--- config.mk ---
export PLATFORM = sky130hd
export DESIGN_NAME = strobe_period_meter
export DESIGN_NICKNAME = d
export VERILOG_FILES = /design/src/rtl/strobe_period_meter.sv
export SDC_FILE = /design/constraint.sdc
export NUM_CORES = 1
export LEC_CHECK = 0
export ABC_CLOCK_PERIOD_IN_PS = 3100
export CAP_MARGIN = 5
export CORE_ASPECT_RATIO = 0.5
export CORE_UTILIZATION = 25
export CTS_CLUSTER_SIZE = 10
export DETAILED_ROUTE_END_ITERATION = 10
export HOLD_SLACK_MARGIN = 0.06
export PLACE_DENSITY = 0.43
export SLEW_MARGIN = 10
export SYNTH_ARGS = -nofsm -noshare
export SYNTH_HDL_FRONTEND = slang
export SYNTH_SLANG_ARGS = --single-unit
export TNS_END_PERCENT = 1
--- constraint.sdc ---
create_clock -name clk -period 3.1 [get_ports clk]
set_clock_uncertainty 0.15 [all_clocks]
set_input_delay 0.62 -clock clk [delete_from_list [all_inputs] [get_ports clk]]
set_output_delay 0.62 -clock clk [all_outputs]
set_load 0.01 [all_outputs]
--- src/rtl/strobe_period_meter.sv ---
// Measures enable-qualified ticks between successive strobes and tracks lock on repeated equal periods.
// Latency: strobe at cycle t gives period_valid at t+1; no backpressure, one measurement per cycle.
module strobe_period_meter #(
  parameter int WIDTH      = 25,
  parameter int LOCK_COUNT = 2
) (
  input  logic             clk,
  input  logic             rst,
  input  logic             enable,
  input  logic             strobe,
  output logic [WIDTH-1:0] period,
  output logic             period_valid,
  output logic             overflow,
  output logic             locked
);

  localparam int MW = (LOCK_COUNT > 1) ? $clog2(LOCK_COUNT) : 1;
  localparam logic [MW-1:0]    MATCH_MAX = MW'(LOCK_COUNT - 1);
  localparam logic [WIDTH-1:0] CNT_MAX   = '1;

  typedef enum logic {ARM, MEASURE} state_t;

  state_t           state, state_nxt;
  logic [WIDTH-1:0] tick_cnt, tick_cnt_nxt;
  logic             sat_flag, sat_flag_nxt;
  logic [WIDTH-1:0] last_period, last_period_nxt;
  logic             last_vld, last_vld_nxt;
  logic [MW-1:0]    match_cnt, match_cnt_nxt;
  logic [WIDTH-1:0] period_nxt;
  logic             period_valid_nxt;
  logic             overflow_nxt;
  logic             locked_nxt;
  logic [WIDTH-1:0] first_tick;
  logic             period_match;

  // The enable coinciding with a strobe belongs to the interval that strobe opens.
  assign first_tick   = {{(WIDTH-1){1'b0}}, enable};
  assign period_match = last_vld && (tick_cnt == last_period);

  always_comb begin
    state_nxt        = state;
    tick_cnt_nxt     = tick_cnt;
    sat_flag_nxt     = sat_flag;
    last_period_nxt  = last_period;
    last_vld_nxt     = last_vld;
    match_cnt_nxt    = match_cnt;
    period_nxt       = period;
    period_valid_nxt = 1'b0;
    overflow_nxt     = overflow;
    locked_nxt       = locked;

    case (state)
      ARM: begin
        tick_cnt_nxt = '0;
        if (strobe) begin
          state_nxt    = MEASURE;
          tick_cnt_nxt = first_tick;
        end
      end

      MEASURE: begin
        if (strobe) begin
          period_nxt       = tick_cnt;
          overflow_nxt     = sat_flag;
          period_valid_nxt = 1'b1;
          tick_cnt_nxt     = first_tick;
          sat_flag_nxt     = 1'b0;

          // A saturated interval is not a trustworthy period, so it restarts lock acquisition.
          if (sat_flag) begin
            match_cnt_nxt = '0;
            last_vld_nxt  = 1'b0;
            locked_nxt    = 1'b0;
          end else begin
            if (period_match) begin
              match_cnt_nxt = (match_cnt == MATCH_MAX) ? match_cnt : match_cnt + MW'(1);
            end else begin
              match_cnt_nxt = '0;
            end
            last_period_nxt = tick_cnt;
            last_vld_nxt    = 1'b1;
            locked_nxt      = (match_cnt_nxt == MATCH_MAX);
          end
        end else if (enable) begin
          if (tick_cnt == CNT_MAX) begin
            sat_flag_nxt = 1'b1;
          end else begin
            tick_cnt_nxt = tick_cnt + WIDTH'(1);
          end
        end
      end

      default: begin
        state_nxt    = ARM;
        tick_cnt_nxt = '0;
      end
    endcase
  end

  always_ff @(posedge clk) begin
    if (rst) begin
      state        <= ARM;
      tick_cnt     <= '0;
      sat_flag     <= 1'b0;
      last_period  <= '0;
      last_vld     <= 1'b0;
      match_cnt    <= '0;
      period       <= '0;
      period_valid <= 1'b0;
      overflow     <= 1'b0;
      locked       <= 1'b0;
    end else begin
      state        <= state_nxt;
      tick_cnt     <= tick_cnt_nxt;
      sat_flag     <= sat_flag_nxt;
      last_period  <= last_period_nxt;
      last_vld     <= last_vld_nxt;
      match_cnt    <= match_cnt_nxt;
      period       <= period_nxt;
      period_valid <= period_valid_nxt;
      overflow     <= overflow_nxt;
      locked       <= locked_nxt;
    end
  end

endmodule

==> reports/metrics.cfg <==
[timing]
setup_slack_ns=0.661
tns_ns=0
relSlewSlack_pct=53.7
finalSetupViolCount=0
rsz0062_at_grt=no
hold_viol=0
tightest_slew_ns=0.689
min_period_ns=2.44
slew_viol_final=0
max_freq_ghz=0.410
final.period_utilization_pct=78.7
whs_ns=0.303

[synthesis]
synth_async_sr_flop_share_pct=0
synth_compound_area_share_pct=13.1
netlist_area_sq_um=3630
avgSynthCellArea_sq_um=8.13
synth_fa_ha_area_share_pct=0.345
synthSimpleGateAreaFrac_pct=25.9
synth_top_area_share_pct=44.7
yosysWarnings=0
ys.flop_type=dfxtp_1
synth_mux_area_share_pct=0.552
synthCells=446
ys_ff_latch=81
synth.distinct_cells=44
synth_xor_area_share_pct=9.90
ys_top_cells_by_area=dfxtp_1 (45%), nand2_1 (12%), a21oi_1 (7.7%)
synth-edff-count=0
synth_area_leader_cell=dfxtp_1
synth_top_family_by_area=simple AND/OR/NAND/NOR gates
syn_nets=451
seq_area_frac_synth_pct=44.7

[cts]
clock_latency_ns=0.34
htreeDepth=3
post_cts_buffers=0
post_cts_resized=0
path_clk_slew_ns=0.07
cts_max_path_buffers=2
cts_made_buffers=9
cts_tree=yes
cts.sinks=81
clock_tree.root_cell=clkbuf_16
holdBufCountCts=0

[layout]
area.growth.synth_to_final_pct=21.9
layout_common_cells=nand2_1 (116), dfxtp_1 (81), a21oi_1 (56), clkdlybuf4s50_1 (30), xnor2_1 (25)
final_nets=472
nFillCells=1477
final_layout_size_suffix_gt1_share_pct=10.8
instances_no_fill=664
fin_util_pct=31.9
multi_input_area_sq_um=1810
layout_commonest_cell=nand2_1
postLayoutCellArea_sq_um=4420
ff_latch_area_sq_um=1620
diodes=0

[placed_design]
io_buffers=31
post-dp-hpwl_mm=6.51
placed_area_sq_um=4150
dp_cells=648
preCtsSetupSlack_ns=0.585
place.gp.congestion=0.751

[critical_path]
cp_slowest_cell=nor4_4
cp.arrival_ns=2.50
path_cells=ha_1 > nand3_1 > nor4_4 > buf_4 > a2111oi_2 > xnor2_1 > nor2_1
worst-setup-path-type=flop to flop
end_kind=flop
worst-path-buf-inv=1
cp_max_fo=11
slowest_delay_ns=0.66
startpoint_type=flop
crit_family=simple AND/OR/NAND/NOR gates
worstPathRequired_ns=3.17

[global_route]
grt_antenna_before_repair=0
grt_overflow=0
grt_usage_pct=14.1
grt_pass1_wl_mm=15.8
grt_pass1_vias=2806
grt_max_degree=33

[power_and_ir_drop]
p_leak_nw=1.46
peakVddDrop_uv=209
finalPower_mw=2.12
power.density_nw_per_um2=480

[floorplanning]
rows=30
initial_core_util_pct=26.2
die_x_um=172
dieArea_sq_um=15000
io_pins=32
core_sq_um=13900
die_h_um=87.2

[drt]
dr.pass1.iters=4
wl_mm=9.66
routed_via_density=4.48
drtIter0Drc=202
drt.antenna.violating_nets=0
wire_per_inst_um=14.5
vias=2972
drc=0

[outcome]
status=finished, final reports clean

[min_path]
worstHoldPathType=flop to flop

[run]
max-cap-violations=0

## synth_stat cells, types with 4 or more instances
cell type	n
a2111oi_2	5
a21oi_1	56
buf_2	8
clkbuf_1	28
dfxtp_1	81
nand2_1	116
nand3_1	10
nand3b_1	5
nand4_1	13
nor2_1	24
nor3_1	4
nor4_1	9
xnor2_1	25
xor2_1	16
## worst min-delay path: stages (launching register included)
cell,delay [ns]
dfxtp_1,0.31
nand2_1,0.05
a21oi_1,0.05
## report_power, final
| part | total (mW) | internal [mW] | switching, mW |
|---|---|---|---|
| logic | 0.0723 | 0.0189 | 0.0535 |
| registers | 1.05 | 1.04 | 0.00499 |
| clock network | 1.00 | 0.539 | 0.460 |
## kinds of logic after synthesis
| logic type | Yosys count |
|---|---|
| simple gates | 199 |
| flops | 81 |
| compound gates | 77 |
| buf+inv | 45 |
| xor+xnor | 41 |
| mux | 2 |
| fa+ha+maj | 1 |
## sequential cells by signal, summed over array words and instances, names as in the netlist
signal	count
match_cnt	1
state	1
sat_flag	1
period	25
tick_cnt	25
period_valid	1
last_period	25
overflow	1
last_vld	1
## layout make-up
| cell class | instances | share of cell area (%) |
|---|---|---|
| clock inverter | 7 | 1.07 |
| timing repair buffer | 52 | 10.5 |
| tap | 192 | 5.43 |
| clock buffer | 9 | 5.09 |
| multi-input combinational | 320 | 41.0 |
| sequential | 81 | 36.7 |
| inverter | 3 | 0.255 |
## metal layers
metal	up-vias	GRT usage (%)	routed length, um
met1	1377	20.1	5210
met3	12	4.00	401
met5	-	0	0
li1	1536	-	-
met2	47	20.1	3890
met4	0	5.15	152
## path summary, 6_finish.rpt
path         cells after the start                      from  slack (ns)                         to
max                              7  tick_cnt[0]$_SDFFE_PP0P_        0.66  tick_cnt[17]$_SDFFE_PP0P_
min reg2reg                      2    period[9]$_SDFFE_PP0P_        0.30     period[9]$_SDFFE_PP0P_
max reg2reg                      7  tick_cnt[0]$_SDFFE_PP0P_        0.66  tick_cnt[17]$_SDFFE_PP0P_
min                              2    period[9]$_SDFFE_PP0P_        0.30     period[9]$_SDFFE_PP0P_
Note: power is estimated with default switching activity, not from simulation.
